--- src/rtl/record_serializer_pkg.sv ---
// rtl/record_serializer_pkg.sv - shared defaults and state type for the record serializer
package record_serializer_pkg;

    localparam int DEF_WORD_SIZE    = 8;
    localparam int DEF_RECORD_WORDS = 16;

    typedef enum logic [0:0] {
        ST_EMPTY  = 1'b0,
        ST_STREAM = 1'b1
    } ser_state_e;

endpackage

--- src/rtl/record_serializer_if.sv ---
// rtl/record_serializer_if.sv - record-in / word-out handshake bundle for the record serializer
interface record_serializer_if
    import record_serializer_pkg::*;
#(
    parameter int WordSize    = DEF_WORD_SIZE,
    parameter int RecordWords = DEF_RECORD_WORDS
);
    localparam int RecordSizeBits = WordSize * RecordWords;
    localparam int RecordPosSize  = $clog2(RecordWords);

    logic                        rec_valid;
    logic [RecordSizeBits-1:0]   rec_data;
    logic                        rec_ready;
    logic                        word_req;
    logic [WordSize-1:0]         word_out;
    logic                        word_valid;
    logic [RecordPosSize+1:0]    words_left;
    logic [7:0]                  underrun_count;

    modport master (
        output rec_valid, rec_data, word_req,
        input  rec_ready, word_out, word_valid, words_left, underrun_count
    );

    modport slave (
        input  rec_valid, rec_data, word_req,
        output rec_ready, word_out, word_valid, words_left, underrun_count
    );

endinterface

--- src/rtl/record_serializer.sv ---
// rtl/record_serializer.sv - double-buffered record-to-word serializer with show-ahead output
module record_serializer
    import record_serializer_pkg::*;
#(
    parameter int WordSize    = DEF_WORD_SIZE,
    parameter int RecordWords = DEF_RECORD_WORDS
) (
    input  logic               clk,
    input  logic               rst_n,
    record_serializer_if.slave bus
);
    localparam int RecordSizeBits = WordSize * RecordWords;
    localparam int RecordPosSize  = $clog2(RecordWords);
    localparam int LeftSize       = RecordPosSize + 2;
    localparam logic [RecordPosSize-1:0] LastIdx = RecordPosSize'(RecordWords - 1);
    localparam logic [0:0] EMPTY  = ST_EMPTY;
    localparam logic [0:0] STREAM = ST_STREAM;

    logic [0:0]                state;
    logic [RecordSizeBits-1:0] act;
    logic [RecordSizeBits-1:0] hold;
    logic                      hold_full;
    logic [RecordPosSize-1:0]  idx;
    logic [7:0]                underrun;

    logic accept;
    logic pop;
    logic pop_last;

    assign accept   = bus.rec_valid && !hold_full;
    assign pop      = bus.word_req && (state == STREAM);
    assign pop_last = pop && (idx == LastIdx);

    always_ff @(posedge clk or negedge rst_n) begin
        if (!rst_n) begin
            state     <= EMPTY;
            act       <= '0;
            hold      <= '0;
            hold_full <= 1'b0;
            idx       <= '0;
            underrun  <= '0;
        end else begin
            if (bus.word_req && (state != STREAM) && (underrun != 8'hFF))
                underrun <= underrun + 8'd1;

            if (state == EMPTY) begin
                if (accept) begin
                    act   <= bus.rec_data;
                    idx   <= '0;
                    state <= STREAM;
                end
            end else if (pop_last) begin
                // Last word leaves: promote hold, else take the incoming record, else drain.
                idx <= '0;
                if (hold_full) begin
                    act       <= hold;
                    hold_full <= accept;
                    if (accept)
                        hold <= bus.rec_data;
                end else if (accept) begin
                    act <= bus.rec_data;
                end else begin
                    state <= EMPTY;
                end
            end else begin
                if (pop)
                    idx <= idx + 1'b1;
                if (accept) begin
                    hold      <= bus.rec_data;
                    hold_full <= 1'b1;
                end
            end
        end
    end

    logic [WordSize-1:0] act_words [RecordWords];

    for (genvar i = 0; i < RecordWords; i++) begin : g_word
        assign act_words[i] = act[i*WordSize +: WordSize];
    end

    logic [LeftSize-1:0] left_act;
    logic [LeftSize-1:0] left_hold;

    always_comb begin
        left_act  = '0;
        left_hold = '0;
        if (state == STREAM)
            left_act = LeftSize'(RecordWords) - LeftSize'(idx);
        if (hold_full)
            left_hold = LeftSize'(RecordWords);
    end

    assign bus.word_out       = act_words[idx];
    assign bus.word_valid     = (state == STREAM);
    assign bus.rec_ready      = !hold_full;
    assign bus.words_left     = left_act + left_hold;
    assign bus.underrun_count = underrun;

endmodule

--- src/flat_wrapper.sv ---
// flat-port wrapper written by rule: the top's interface ports become plain ports
module record_serializer_flat import record_serializer_pkg::*;
#(
    parameter int WordSize    = DEF_WORD_SIZE,
    parameter int RecordWords = DEF_RECORD_WORDS
)
  (clk, rst_n, bus_rec_valid, bus_rec_data, bus_word_req, bus_rec_ready, bus_word_out, bus_word_valid, bus_words_left, bus_underrun_count);
  record_serializer_if #(.WordSize(WordSize), .RecordWords(RecordWords)) bus_i ();
  input  logic clk;
  input  logic rst_n;
  input wire logic [$bits(bus_i.rec_valid)-1:0] bus_rec_valid;
  input wire logic [$bits(bus_i.rec_data)-1:0] bus_rec_data;
  input wire logic [$bits(bus_i.word_req)-1:0] bus_word_req;
  output wire logic [$bits(bus_i.rec_ready)-1:0] bus_rec_ready;
  output wire logic [$bits(bus_i.word_out)-1:0] bus_word_out;
  output wire logic [$bits(bus_i.word_valid)-1:0] bus_word_valid;
  output wire logic [$bits(bus_i.words_left)-1:0] bus_words_left;
  output wire logic [$bits(bus_i.underrun_count)-1:0] bus_underrun_count;
  assign bus_i.rec_valid = bus_rec_valid;
  assign bus_i.rec_data = bus_rec_data;
  assign bus_i.word_req = bus_word_req;
  assign bus_rec_ready = bus_i.rec_ready;
  assign bus_word_out = bus_i.word_out;
  assign bus_word_valid = bus_i.word_valid;
  assign bus_words_left = bus_i.words_left;
  assign bus_underrun_count = bus_i.underrun_count;
  record_serializer #(.WordSize(WordSize), .RecordWords(RecordWords)) u_core (.clk(clk), .rst_n(rst_n), .bus(bus_i));
endmodule
--- config.mk ---
export PLATFORM = sky130hd
export DESIGN_NAME = record_serializer_flat
export DESIGN_NICKNAME = d
export VERILOG_FILES = /design/src/rtl/record_serializer_pkg.sv /design/src/rtl/record_serializer_if.sv /design/src/rtl/record_serializer.sv /design/src/flat_wrapper.sv
export SDC_FILE = /design/constraint.sdc
export NUM_CORES = 1
export LEC_CHECK = 0
export BUFFER_PORTS_ARGS = -buffer_cell sky130_fd_sc_hd__clkbuf_2
export CORE_MARGIN = 10
export CORE_UTILIZATION = 50
export CTS_CLUSTER_SIZE = 8
export DETAILED_ROUTE_END_ITERATION = 16
export GPL_ROUTABILITY_DRIVEN = 0
export PLACE_DENSITY = 0.71
export SETUP_SLACK_MARGIN = 0.05
export SYNTH_ARGS = -nofsm -noshare
export SYNTH_HDL_FRONTEND = slang
export SYNTH_SLANG_ARGS = --single-unit
--- constraint.sdc ---
create_clock -name clk -period 6.27 [get_ports clk]
set_input_delay 1.881 -clock clk [delete_from_list [all_inputs] [get_ports clk]]
set_output_delay 1.881 -clock clk [all_outputs]
set_load 0.02 [all_outputs]
# Yosys cells after proc, flatten, opt, wreduce, memory -nomap -nowiden
# Index checks and enable logic that the tools add are counted.
classes:
  add_sub_neg: 4
  multipliers: 0
  n_div: 0
  order_cmp: 1
  eq_ne: 5
  n_shift: 0
  mux: 23
  bitwise: 2
  n_reduce_logical: 11
op_table:
  columns: ["cell", "n"]
  rows:
  - ["$mux 128", 7]
  - ["$bmux 8 s4", 1]
  - ["$mux 4", 4]
  - ["$mux 8", 2]
  - ["$add 8x1->8 const B", 1]
  - ["$ne 8x8->1 const B", 1]
  - ["$mux 1", 7]
  - ["$add 6x5->6", 1]
  - ["$mux 6", 1]
  - ["$reduce_and 2->1", 3]
  - ["$sub 5x4->6 const A", 1]
  - ["$ge 5x5->1 const B", 1]
  - ["$logic_and 1x1->1", 5]
  - ["$mux 5", 1]
  - ["$not 4->5", 1]
  - ["$add 4x1->4 const B", 1]
  - ["$eq 4x4->1 const B", 1]
  - ["$reduce_bool 2->1", 2]
  - ["$ne 3x3->1 const B", 1]
  - ["$ne 2x1->1 const B", 1]
  - ["$ne 2x2->1 const B", 1]
  - ["$logic_not 1->1", 1]
  - ["$not 1->1", 1]
word_totals:
  reg_bits: 270
  latchBits: 0
  ram_bits: 0
  rom_bits: 0
  input_bits: 132
  output_inout_bits: 24
  word_cells: 52
  memories: 0

# Depth between registers and ports, before layout
depth:
  word_depth: 6
  mapped_depth: 7
  depth_no_buf: 5

# Least setup slack after synthesis
# Ideal clock, no wire load.
synth_path:
  path_type: "register to output"
  from: "register u_core.idx[0]"
  to: "output port bus_word_out[0]"
  arrival_time_ns: 1.530
  required_time_ns: 4.389
  slack_ns: 2.859
  path_stages_with_launch: 6
  n_path_buf: 2
  cell_sequence: "dfrtp_1 > buf_6 > buf_6 > mux4_1 > o22ai_1 > nor2_1"
synth_between:
  elab_chain_len: 4
synth_rtl:
  columns: ["item", "line_no", "text"]
  rows:
  - ["start, declared", "record_serializer.sv:23", "logic [RecordPosSize-1:0] idx;"]
  - ["start signal, assigned", "record_serializer.sv:67", "idx <= idx + 1'b1;"]
  - ["$not 4->5 (implied by the code)", "record_serializer.sv:94", "assign bus.word_out = act_words[idx];"]
  - ["$bmux 8 s4", "record_serializer.sv:94", null]
  - ["$mux 8 (implied by the code) (2 in a row)", "record_serializer.sv:94", null]
  - ["end, declared", "flat_wrapper.sv:15", "output wire logic [$bits(bus_i.word_out)-1:0] bus_word_out;"]
# Every way passes these cells. The select of a mux whose other input is x is not followed.

# Worst setup path after layout
layout_path:
  from: "register u_core.idx[0]"
  to: "output port bus_word_out[4]"
# Same word-level chain as after synthesis.

==> metrics.md <==
| Metric | Value |
|---|---|
| Outcome | `finished, final reports clean` |
| Number of enable-type register cells in the synthesized netlist | `0` |
| Count of placed standard cells in the final layout, fillers left out | `1439` |
| Wirelength, routed | `31.4 mm` |
| Count leader, synth | `dfrtp_1` |
| Worst slew margin relative to its limit | `28.1%` |
| Post-synthesis xor/xnor area fraction | `0.651%` |
| Part of the power in combinational logic | `33.7%` |
| Clk_lat worst skew | `0.51 ns` |
| Hold/Removal Path Class | `flip-flop to flip-flop` |
| Hold Fails Final Rpt | `0` |
| Net count after synthesis | `1128` |
| Ordered list of cells on the worst path | `buf_4 > mux4_2 > o22ai_1 > nor2_1 > clkbuf_2` |
| Crit start category | `flip-flop` |
| Max-capacitance violation count | `0` |
| First-pass detailed-route iteration total | `5` |
| Worst path slowest cell | `dfrtp_2` |
| Arrival time worst endpoint | `2.92 ns` |
| Critical path's largest stage delay | `0.89 ns` |
| Main combinational cell family by area after synthesis | `multiplexers` |
| Yosys top cell by area | `dfrtp_1` |
| Global-route wire length before repair | `49.5 mm` |
| Count of hold-fix buffers inserted at cts | `0` |
| Cts repair resizes | `0` |
| Reg power frac | `42.1%` |
| Final critical path time including I/O delays and setup | `4.80 ns` |
| Post-layout total power | `7.63 mW` |
| DR vias | `8494` |
| Register area share after synthesis | `55.8%` |
| Number of distinct library cells after synthesis | `36` |
| Clock net sink count | `270` |
| Post-synthesis adder-cell area fraction | `0.413%` |
| Mux share of post-synthesis cell area | `18.2%` |
| Switching part of the total power | `34.6%` |
| Initial Utilization | `51.2%` |
| Critical path class | `flip-flop to primary output` |
| Max IR drop VDD | `277 uV` |
| Post-CTS setup buffer count | `0` |
| Main flop type after synthesis | `dfrtp_1` |
| Maximum number of pins on one net before global-route repair | `115` |
| Final hold slack | `0.503 ns` |
| Violation count after the first detailed-route iteration | `896` |
| Proportion of power drawn by the clock network | `24.2%` |
| Cell count after synthesis | `992` |
| Drt wl/cell | `21.8 um` |
| Largest delay share family, worst path | `flip-flops` |
| Final nets | `1251` |
| Global-route total usage across every layer | `20.0%` |
| Die boundary height | `176 um` |
| Cells taking the most area after synthesis | `dfrtp_1 (56%), mux2_2 (12%), o22ai_1 (7.4%), mux4_2 (5.4%), a21oi_1 (4.8%)` |
| Total global routing overflow | `0` |
| TritonCTS clock tree | `yes` |
| Final Cycle Share | `76.6%` |
| Number of synthesized register bits | `270` |
| Total Die Area | `30900 um^2` |
| Synth Area per Inst | `12.2 um^2` |
| Maximum clock skew at final layout | `0.0109 ns` |
| Final setup violation count | `0` |
| Total power density per cell area | `549 nW/um^2` |
| CTS max path bufs | `3` |
| Synth warnings | `0` |
| DRC viols | `0` |
| Kind of end point of the critical path | `primary output` |
| Mapped cell area | `12100 um^2` |
| Area of the core region | `23700 um^2` |
| FP Rows | `56` |
| Number of global-route vias before repair | `8812` |
| Post-DR vias/cell | `5.90` |
| Worst slew pin tran | `1.08 ns` |
| Critical Path Fanout Max | `28` |
| Final count of pins violating max slew | `0` |
| Switch Pwr | `2.64 mW` |
| Compound-gate portion of the synthesized area | `14.0%` |
| Clock buffer count from CTS | `39` |
| Internal power | `4.99 mW` |
| P&R area growth vs syn | `14.6%` |
| Setup Total Neg Slack | `0 ns` |
| CTS Root Cell | `clkbuf_16` |
| Inst Count DP | `1393` |
| Fraction of layout cells with a size suffix above 1 | `34.9%` |
| Asr flop ratio synth | `100%` |
| H-Tree Level Count | `2` |
| Commonest cells in the synthesized netlist | `dfrtp_1 (270), o22ai_1 (143), nor2_1 (140)` |
| Port bufs | `155` |
| Data required time at the worst endpoint | `4.39 ns` |
| Count of buffer and inverter cells on the critical path | `2` |
| Fraction of synthesized cell area taken by the top area cell type | `55.8%` |
| Initial antenna violation count | `4` |
| Leakage | `6.09 nW` |
| Post-synthesis share of cell area spent on and, or, nand and nor gates | `5.92%` |
| Half-perimeter wire length of the detailed placement result | `20.6 mm` |
| Clock transition at path regs | `0.05 ns` |
| Post-route ant nets | `0` |
| Die width | `176 um` |
| Count of pins on the block boundary | `156` |
| Max Clock Freq | `0.208 GHz` |
| RSZ-0062 raised after global routing | `false` |
flip-flops by register name, indices dropped and copies added (netlist names):
name and count:
u_core.hold 128, u_core.bus.word_valid 1, u_core.idx 4, u_core.bus.underrun_count 8, u_core.hold_full 1, u_core.act 128
cells in the final DEF, fill, tap and decap left out, drive strengths merged:
| cell | count |
|---|---|
| and3 | 4 |
| inv | 4 |
| nor2b | 3 |
| a211oi | 1 |
| mux2i | 4 |
| dfrtp | 270 |
| a22oi | 2 |
| nor3 | 1 |
| nand4 | 4 |
| nand3 | 4 |
| clkbuf | 197 |
| nand2b | 2 |
| a311oi | 1 |
| buf | 11 |
| o22ai | 143 |
| a22o | 2 |
| a21oi | 131 |
| nand2 | 11 |
| diode | 3 |
| and2 | 5 |
| xor2 | 1 |
| ha | 4 |
| xnor2 | 8 |
| nor2 | 140 |
| a21o | 1 |
| mux4 | 31 |
| mux2 | 130 |
| or2 | 1 |
| o21ai | 1 |
area by class of cell:
cell class / count / area [um^2]
inverter: 4 / 15.0
sequential: 270 / 6760
fill: 1991 / 9800
antenna: 3 / 7.51
clock buffer: 43 / 1040
timing repair buffer: 165 / 873
tap: 319 / 399
multi-input combinational: 635 / 4790
metrics by stage:
stage                     instance area [um^2]  utilization (%)  setup WS (ns)
after floorplan                          12100                -           2.86
after global placement                   12800             54.2           1.96
after detailed placement                 12800             54.2           1.97
after CTS                                13900             58.6           1.41
after global routing                     13900             58.6           1.29
final                                    13900             58.6           1.47
metal layers:
metal | GRT usage [%] | share of wire (%) | up-vias
met5 | 0 | 0 | -
li1 | - | - | 3889
met1 | 27.0 | 44 | 4286
met3 | 5.75 | 7.4 | 43
met4 | 6.18 | 2.3 | 0
met2 | 30.5 | 47 | 276
cell families (layout without fill, tap and decap cells):
family | Yosys count | in the layout
AO/OA/AOI/OAI | 282 | 282
flip-flops | 270 | 270
AND/OR/NAND/NOR | 175 | 175
multiplexers | 165 | 165
buffers and inverters | 87 | 212
XOR/XNOR | 9 | 9
adder cells (fa/ha/maj) | 4 | 4
other | 0 | 3
worst paths after layout:
path                                                     end                          from  slack (ns)  cells after the start
worst max-delay path                         bus_word_out[4]     u_core.idx[0]$_DFFE_PN0P_        1.47                      5
worst min-delay path            u_core.hold[115]$_DFFE_PN0P_  u_core.hold[115]$_DFFE_PN0P_        0.50                      1
worst max register to register   u_core.hold[98]$_DFFE_PN0P_     u_core.idx[1]$_DFFE_PN0P_        2.87                      5
worst min register to register  u_core.hold[115]$_DFFE_PN0P_  u_core.hold[115]$_DFFE_PN0P_        0.50                      1
max in group asynchronous          u_core.idx[0]$_DFFE_PN0P_                         rst_n        3.61                      2
min in group asynchronous       u_core.hold[123]$_DFFE_PN0P_                         rst_n        1.43                      1
power by group through the flow:
stage	sequential [mW]	combinational (mW)	clock, mW
finish	3.21	2.57	1.85
global route	3.30	2.82	1.95
CTS	3.19	2.59	1.88
detailed placement	3.20	2.55	0
global placement	3.16	2.50	0
floorplan	2.92	2.04	0
worst reg2reg max path, stage by stage (launching register included):
cell	delay, ns
dfrtp_1	0.96
ha_1	0.38
nand4_2	0.24
nand3_4	0.57
buf_4	0.69
mux2_2	0.45
No activity file was read; power rests on OpenSTA's default activity.
